$ cat src/rtl/fifo_wr_burst_driver.sv
// rtl/fifo_wr_burst_driver.sv - wclk-domain burst write driver for the async FIFO write port
`timescale 1ns/1ps

module fifo_wr_burst_driver #(
  parameter int DEPTH   = 16,
  parameter int WIDTH   = 8,
  parameter int BURST   = 4,
  parameter int AFULL   = 12,
  parameter int TIMEOUT = 8,
  localparam int AW     = $clog2(DEPTH)
) (
  input  logic             wclk,
  input  logic             wrst,
  input  logic             s_valid,
  input  logic [WIDTH-1:0] s_data,
  input  logic             s_last,
  output logic             s_ready,
  input  logic [AW:0]      wrptr,
  input  logic [AW:0]      q2_rptr,
  input  logic             wr_full,
  output logic             wren,
  output logic [WIDTH-1:0] wdata,
  output logic [AW:0]      wr_level,
  output logic             wr_afull,
  output logic             burst_active
);

  localparam logic [AW:0] DEPTH_L   = (AW+1)'(DEPTH);
  localparam logic [AW:0] BURST_L   = (AW+1)'(BURST);
  localparam logic [AW:0] AFULL_L   = (AW+1)'(AFULL);
  localparam logic [AW:0] ONE_L     = (AW+1)'(1);
  localparam logic [7:0]  TIMEOUT_L = 8'(TIMEOUT);

  typedef enum logic {ST_IDLE, ST_BURST} state_t;

  state_t           state_q, state_d;
  logic [AW:0]      count_q, count_d;
  logic [7:0]       tcnt_q, tcnt_d;
  logic             hold_valid, hold_last;
  logic [WIDTH-1:0] hold_data;
  logic [AW:0]      wbin, rbin, space;
  logic             load;

  function automatic logic [AW:0] gray2bin(input logic [AW:0] g);
    logic [AW:0] b;
    b[AW] = g[AW];
    for (int i = AW - 1; i >= 0; i--) b[i] = b[i+1] ^ g[i];
    return b;
  endfunction

  // rptr arrives through a synchronizer, so space is a safe underestimate
  assign wbin     = gray2bin(wrptr);
  assign rbin     = gray2bin(q2_rptr);
  assign wr_level = wbin - rbin;
  assign space    = DEPTH_L - wr_level;
  assign wr_afull = (wr_level >= AFULL_L);

  assign wren         = (state_q == ST_BURST) && hold_valid && !wr_full;
  assign wdata        = hold_data;
  assign s_ready      = !hold_valid || wren;
  assign load         = s_valid && s_ready;
  assign burst_active = (state_q == ST_BURST);

  always_ff @(posedge wclk or posedge wrst) begin
    if (wrst) begin
      hold_valid <= 1'b0;
      hold_last  <= 1'b0;
      hold_data  <= '0;
    end else if (load) begin
      hold_valid <= 1'b1;
      hold_last  <= s_last;
      hold_data  <= s_data;
    end else if (wren) begin
      hold_valid <= 1'b0;
      hold_last  <= 1'b0;
    end
  end

  always_ff @(posedge wclk or posedge wrst) begin
    if (wrst) begin
      state_q <= ST_IDLE;
      count_q <= '0;
      tcnt_q  <= '0;
    end else begin
      state_q <= state_d;
      count_q <= count_d;
      tcnt_q  <= tcnt_d;
    end
  end

  always_comb begin
    state_d = state_q;
    count_d = count_q;
    tcnt_d  = tcnt_q;
    unique case (state_q)
      ST_IDLE: begin
        if (hold_valid && space >= BURST_L) begin
          state_d = ST_BURST;
          count_d = BURST_L;
          tcnt_d  = '0;
        end else if (hold_valid && (hold_last || tcnt_q == TIMEOUT_L) && space >= ONE_L) begin
          // partial burst sized to what is guaranteed to fit
          state_d = ST_BURST;
          count_d = (space < BURST_L) ? space : BURST_L;
          tcnt_d  = '0;
        end else if (hold_valid && tcnt_q != TIMEOUT_L) begin
          tcnt_d = tcnt_q + 8'd1;
        end
      end
      ST_BURST: begin
        if (wren) begin
          count_d = count_q - ONE_L;
          if (count_q == ONE_L || hold_last) state_d = ST_IDLE;
        end
      end
      default: state_d = ST_IDLE;
    endcase
  end

endmodule

$ cat config.mk
export PLATFORM = sky130hd
export DESIGN_NAME = fifo_wr_burst_driver
export DESIGN_NICKNAME = d
export VERILOG_FILES = /design/src/rtl/fifo_wr_burst_driver.sv
export SDC_FILE = /design/constraint.sdc
export NUM_CORES = 1
export LEC_CHECK = 0
export CAP_MARGIN = 20
export CORE_ASPECT_RATIO = 0.6
export CORE_UTILIZATION = 30
export DETAILED_ROUTE_END_ITERATION = 10
export DONT_BUFFER_PORTS = 1
export GPL_TIMING_DRIVEN = 0
export PLACE_DENSITY_LB_ADDON = 0.05
export SYNTH_ARGS = -nofsm -noshare
export SYNTH_HDL_FRONTEND = slang
export SYNTH_SLANG_ARGS = --single-unit
$ cat constraint.sdc
create_clock -name wclk -period 3.43 [get_ports wclk]
set_input_delay 0.686 -clock wclk [delete_from_list [all_inputs] [get_ports wclk]]
set_output_delay 0.686 -clock wclk [all_outputs]
set_load 0.005 [all_outputs]
==> flow_metrics.tcl, run 1 <==
set metrics [dict create \
    status "finished, final reports clean" \
    timing.final.hold_violations 0 \
    fin_tns_setup_ns 0 \
    num_vias 1299 \
    insertion_delay_ns 0.26 \
    seq_power_share_pct 32.0 \
    stdcell_count 264 \
    wire_per_inst_um 15.2 \
    grt-ovfl-total 0 \
    synth_seq_cells 24 \
    max_freq_mhz 302 \
    drc 0 \
    synth.area.mux_share_pct 8.17 \
    yosysWarnings 0 \
    nNetsFinal 219 \
    max_slew_margin_pct 59.5 \
    synthTopCellsByCount "24 x dfrtp_1, 13 x inv_1, 12 x a21oi_1" \
    avgSynthCellArea_um2 10.2 \
    drv_cap 0 \
    finalWeightedCongestion 0.763 \
    ir_drop_v 0.000228 \
    drtIter0Drc 26 \
    yosysSeqAreaShare_pct 34.4 \
    synth_flop_cell "dfrtp_1" \
    dieWidth_um 100 \
    crit_top_cell "inv_2" \
    finalPower_w 0.00160 \
    synth_cell_types 52 \
    die_h_um 61.1 \
    coreArea_um2 5600 \
    synthAdderAreaFrac_pct 7.89 \
    setup-violations-final 0 \
    pin_count 40 \
    synth.cell_area_um2 1750 \
    p_int_w 0.000912 \
    cts_htree_levels 1 \
    numPlacedInstances 252 \
    crit_fanout 4 \
    cp_cell_sequence "xnor3_2, xnor2_4, xnor2_1, ha_2, inv_2, nand3_1, a31oi_1, xnor2_2, inv_2, a21o_2" \
    r2r-start "tcnt_q[0]" \
    dpl.hpwl_mm 3.17 \
    n_antenna_cell 0 \
    fillers 566 \
    slew_viol_final 0 \
    start_util_pct 31.2 \
    swShare_pct 43.2 \
    p_clk_share_pct 11.9 \
    cts_sinks 24 \
    skew_ns 0.00484 \
    grt_max_degree 25 \
    synthXorXnorAreaFrac_pct 13.8 \
    cts_tree "yes" \
    switchingPower_w 0.000692 \
    path_buf_inv 2 \
    num_rows 21 \
    synth_area_leaders "dfrtp_1 34%, ha_1 7.9%, mux2_2 5.2%, xnor2_1 3.5%, xor2_1 3.5%" \
    synth-compound-area-share_pct 15.9 \
    syn_nets 205 \
    hold_slack_ns 0.244 \
    hold_class "in -> async" \
    antenna_found_initial 0 \
    wl_met2_mm 1.58 \
    wirelength_mm 4.02 \
    crit_family "XOR/XNOR gates" \
    crit_required_ns 2.74 \
    fin_crit_ns 3.31 \
    power-per-cell-area_nw_per_um2 768 \
    synth_edf_count 0 \
    viasPerCell 4.92 \
    grt_pass1_vias 1290 \
    port_buffers 0 \
    cp_slowest_cell "xnor3_2" \
    area_delta_synth_final_pct 19.6 \
    synth.most_common_cell "dfrtp_1" \
    synth-simple-area-share_pct 15.8 \
    synth_top_family_by_area "compound AO/OA/AOI/OAI gates" \
    numCtsBuffers 3 \
    crit_path_max_incr_delay_ns 0.50 \
    wl_met3_um 141 \
    cts-root-buf "clkbuf_8" \
    drive_gt1_share_pct 28.3 \
    critical_path_arrival_ns 2.62 \
    antenna_left 0 \
    p_leak_nw 0.858 \
    grt_use_total_pct 14.3 \
    r2r_setup_slack_ns 0.42 \
    drt_pass1_iterations 6 \
    yosysTopAreaCellShare_pct 34.4 \
    async_reset_ff_share_pct 100 \
    tightest_slew_ns 0.599 \
    met1_length_mm 2.30 \
    top_layer_used "met4" \
    end_kind "output port" \
    post-route-period-util_pct 96.5 \
    synth_top_cell_by_area "dfrtp_1" \
    die_area_um2 6140 \
    grt_pass1_wl_mm 6.59 \
    reg2reg_depth 10 \
    clkTransAtPathRegs_ns 0.08 \
    cts_max_path_buffers 2 \
    r2r_end "tcnt_q[1]" \
    p_comb_share_pct 56.1 \
    path_class "in -> out" \
    synthCells 171 \
    startpoint_type "input port" \
]
cell type report:
cell class / instances / area [µm²] / share of cell area [%]
Buffer: 3 / 17.5 / 0.839
Tap cell: 80 / 100 / 4.79
Multi-Input combinational cell: 130 / 1170 / 56.1
Timing Repair Buffer: 9 / 90.1 / 4.31
Sequential cell: 24 / 601 / 28.8
Clock buffer: 4 / 55.1 / 2.64
Inverter: 14 / 52.6 / 2.52
flip-flops by register name (all words and copies together), names as in the netlist:
signal,cells
burst_active,1
hold_last,1
tcnt_q,8
hold_valid,1
count_q,5
wdata,8
worst max-delay path by stage:
stage	from	endpoint	slack, ns	cells past startpoint
6_report	wrptr[3]	wr_afull	0.12	10
4_1_cts	q2_rptr[3]	wr_afull	0.04	10
3_3_place_gp	q2_rptr[3]	burst_active	-0.25	13
3_5_place_dp	wrptr[3]	tcnt_q[1]	-0.30	13
5_1_grt	wrptr[3]	tcnt_q[6]	-0.01	14
2_1_floorplan	wrptr[3]	burst_active	0.002	13
power by group through the flow:
stage	clock network (W)	logic (W)	registers [W]
finish	0.000191	0.000900	0.000513
global placement	0	0.000824	0.000513
CTS	0.000204	0.000874	0.000514
global route	0.000219	0.00101	0.000532
floorplan	0	0.000684	0.000488
detailed placement	0	0.000840	0.000521
cell families (layout without fill, tap and decap cells):
family | count (synthesis) | in the layout
XOR/XNOR | 19 | 19
buffers and inverters | 17 | 30
AO/OA/AOI/OAI | 38 | 38
multiplexers | 12 | 12
adder cells (fa/ha/maj) | 11 | 11
flip-flops | 24 | 24
AND/OR/NAND/NOR | 50 | 50
per-stage QoR:
step           setup slack [ns]  cell area, µm²  util, %
3_3_place_gp             -0.254            1900     34.0
2_1_floorplan           0.00240            1800        -
4_1_cts                  0.0376            2010     35.9
5_1_grt                 -0.0118            2090     37.3
6_report                  0.121            2090     37.3
3_5_place_dp             -0.302            1910     34.2
routing by layer:
| metal | vias to the layer above | GRT usage, % |
|---|---|---|
| li1 | 644 | - |
| met1 | 630 | 22.4 |
| met2 | 23 | 19.8 |
| met3 | 2 | 4.09 |
| met4 | 0 | 1.66 |
| met5 | - | 0 |
placed cells by master, fill, tap and decap left out, drive strengths merged, types with 2 or more instances in the layout:
master / count
a21oi: 13
a221oi: 2
buf: 8
clkbuf: 6
dfrtp: 24
ha: 11
inv: 14
mux2: 8
mux2i: 4
nand2: 11
nand2b: 2
nand3: 8
nand4: 2
nor2: 7
nor3: 3
nor3b: 3
nor4b: 2
o211ai: 3
o21ai: 8
or3: 4
or4b: 2
xnor2: 9
xnor3: 2
xor2: 8
worst register-to-register path, delay by kind of cell (launching register included):
family	cells	cell delay (ns)
AND/OR/NAND/NOR	4	1.32
flip-flops	1	0.42
AO/OA/AOI/OAI	3	0.50
buffers and inverters	2	0.48
adder cells (fa/ha/maj)	1	0.16
timing repair:
action                     4_1_cts  5_1_grt
gates resized for setup          2        4
pin swaps                        3        2
setup endpoints to repair        3       12
hold buffers                     0        0
setup buffers                    3        4
Note: power is estimated with default switching activity, not from simulation.
==> run 2, diff against run 1 <==
--- a/config.mk
+++ b/config.mk
@@ -6,7 +6,6 @@
 export NUM_CORES = 1
 export LEC_CHECK = 0
 export CAP_MARGIN = 20
-export CORE_ASPECT_RATIO = 0.6
 export CORE_UTILIZATION = 30
 export DETAILED_ROUTE_END_ITERATION = 10
 export DONT_BUFFER_PORTS = 1
==> run 2 against run 1 <==
Final area decreased by 2.2%. Register-to-register slack improved by 0.30 ns. Non-clock buffer count increased by 1. Final cell count decreased by 3.0%. Sequential cell count unchanged. Global-route usage decreased by 1.4 points. Sequential share of layout area increased by 0.65 points. Critical path depth unchanged. Worst setup slack improved by 0.019 ns. Power decreased by 1.9%. Clock skew decreased by 0.0033 ns. Clock-buffer cell count decreased by 1.
==> flow_metrics.tcl, run 2 (synthesis gave the netlist of run 1 again) <==
set metrics [dict create \
    stdcell_count 256 \
    p_leak_nw 0.845 \
    fin_tns_setup_ns 0 \
    cts-root-buf "clkbuf_8" \
    tightest_slew_ns 0.905 \
    finalPower_w 0.00157 \
    grt_max_degree 25 \
    fin_ws_ns 0.140 \
    pin_count 40 \
    coreArea_um2 5540 \
    drt_pass1_iterations 4 \
    drive_gt1_share_pct 27.7 \
    dieWidth_um 78.3 \
    clkTransAtPathRegs_ns 0.08 \
    final_cell_mix "24 x dfrtp_1, 12 x a21oi_1, 11 x nand2_1" \
    insertion_delay_ns 0.26 \
    drtIter0Drc 54 \
    critical_path_arrival_ns 2.60 \
    crit_path_max_incr_delay_ns 0.48 \
    cp_slowest_cell "xnor3_2" \
    dpl_cell_area_um2 1900 \
    layout_commonest_cell "dfrtp_1" \
    timing.final.hold_violations 0 \
    cts_sinks 24 \
    fillers 571 \
    cts_tree "yes" \
    ir_drop_v 0.000266 \
    dpl.hpwl_mm 2.80 \
    crit_required_ns 2.74 \
    area_delta_synth_final_pct 17.0 \
    antenna_found_initial 0 \
    wirelength_mm 3.76 \
    power-per-cell-area_nw_per_um2 770 \
    die_area_um2 6130 \
    grt_use_total_pct 12.9 \
    startpoint_type "input port" \
    grt_pass1_wl_mm 6.38 \
    antenna_left 0 \
    n_antenna_cell 0 \
    max_slew_margin_pct 39.6 \
    fin_crit_ns 3.29 \
    critPathLaunch "wrptr[2]" \
    slew_viol_final 0 \
    grt_pass1_vias 1334 \
    end_kind "output port" \
    crit_fanout 4 \
    nNetsFinal 220 \
    setup-violations-final 0 \
    grt-ovfl-total 0 \
    r2r-start "tcnt_q[0]" \
    cts_htree_levels 1 \
    post-route-period-util_pct 95.9 \
    drv_cap 0 \
    die_h_um 78.3 \
    port_buffers 0 \
    final_cell_area_um2 2040 \
    status "finished, final reports clean" \
    skew_ns 0.00156 \
    hold_class "in -> async" \
    drc 0 \
    start_util_pct 31.5 \
    cp_cell_sequence "xnor3_2, xnor2_4, xnor2_1, ha_2, inv_2, ha_4, a21oi_4, xor2_2, inv_1, a21o_2" \
    wire_per_inst_um 14.7 \
    viasPerCell 5.15 \
    numCtsBuffers 3 \
    cts_max_path_buffers 2 \
    numPlacedInstances 244 \
    num_vias 1319 \
    place_worst_setup_slack_ns -0.266 \
    max_freq_mhz 304 \
    path_class "in -> out" \
    num_rows 27 \
    finalWeightedCongestion 0.756 \
]
[run 2: cell count changes in the layout (fill, tap and decap cells not counted), sizes merged]
cell / previous run / this run
clkbuf: 6 / 5
buf: 8 / 9
[run 2: area by class of cell]
type	instances	area [µm²]	share of cell area (%)
buffer	3	17.5	0.858
clock buffer	3	41.3	2.02
inverter	14	52.6	2.57
multi-input combinational	130	1160	56.9
sequential	24	601	29.4
tap	72	90.1	4.41
timing repair buffer	10	77.6	3.80
[run 2: stage by stage]
stage	util [%]	hold WS, ns
finish	36.9	0.508
CTS	35.7	0.521
global route	36.9	0.523
global placement	34.2	0.527
floorplan	-	0.505
detailed placement	34.4	0.524
[run 2: worst max-delay path: cells and delay by family]
| family | cells | cell delay [ns] |
|---|---|---|
| XOR/XNOR | 4 | 1.03 |
| AO/OA/AOI/OAI | 2 | 0.37 |
| adder cells (fa/ha/maj) | 2 | 0.36 |
| buffers and inverters | 2 | 0.16 |
[run 2: power by group]
part	internal (W)	switching, W	total [W]	leakage, nW
registers	0.000398	0.000117	0.000516	0.295
clock network	0.0000783	0.0000828	0.000161	0.0216
logic	0.000419	0.000478	0.000896	0.528
total	0.000895	0.000678	0.00157	0.845
[run 2: repair_timing]
item,in CTS,in global routing
hold endpoints to repair,0,0
hold buffers,0,0
pin swaps,3,3
setup endpoints to repair,3,9
buffers inserted,3,6
resized for setup,1,3
[run 2: worst paths after layout]
kind | endpoint | slack, ns | depth (start not counted)
worst min register to register | wdata[0] | 0.55 | 1
min in group wclk | hold_valid | 0.53 | 1
max in group asynchronous | count_q[0] | 2.37 | 1
worst max-delay path | wr_afull | 0.14 | 10
worst min-delay path | wdata[1] | 0.51 | 1
worst max register to register | tcnt_q[1] | 0.72 | 10
[run 2: metal layers]
metal	track usage, %	wire length (µm)
met1	17.5	1760
met2	20.8	1810
met3	2.91	172
met4	3.33	18
met5	0	0
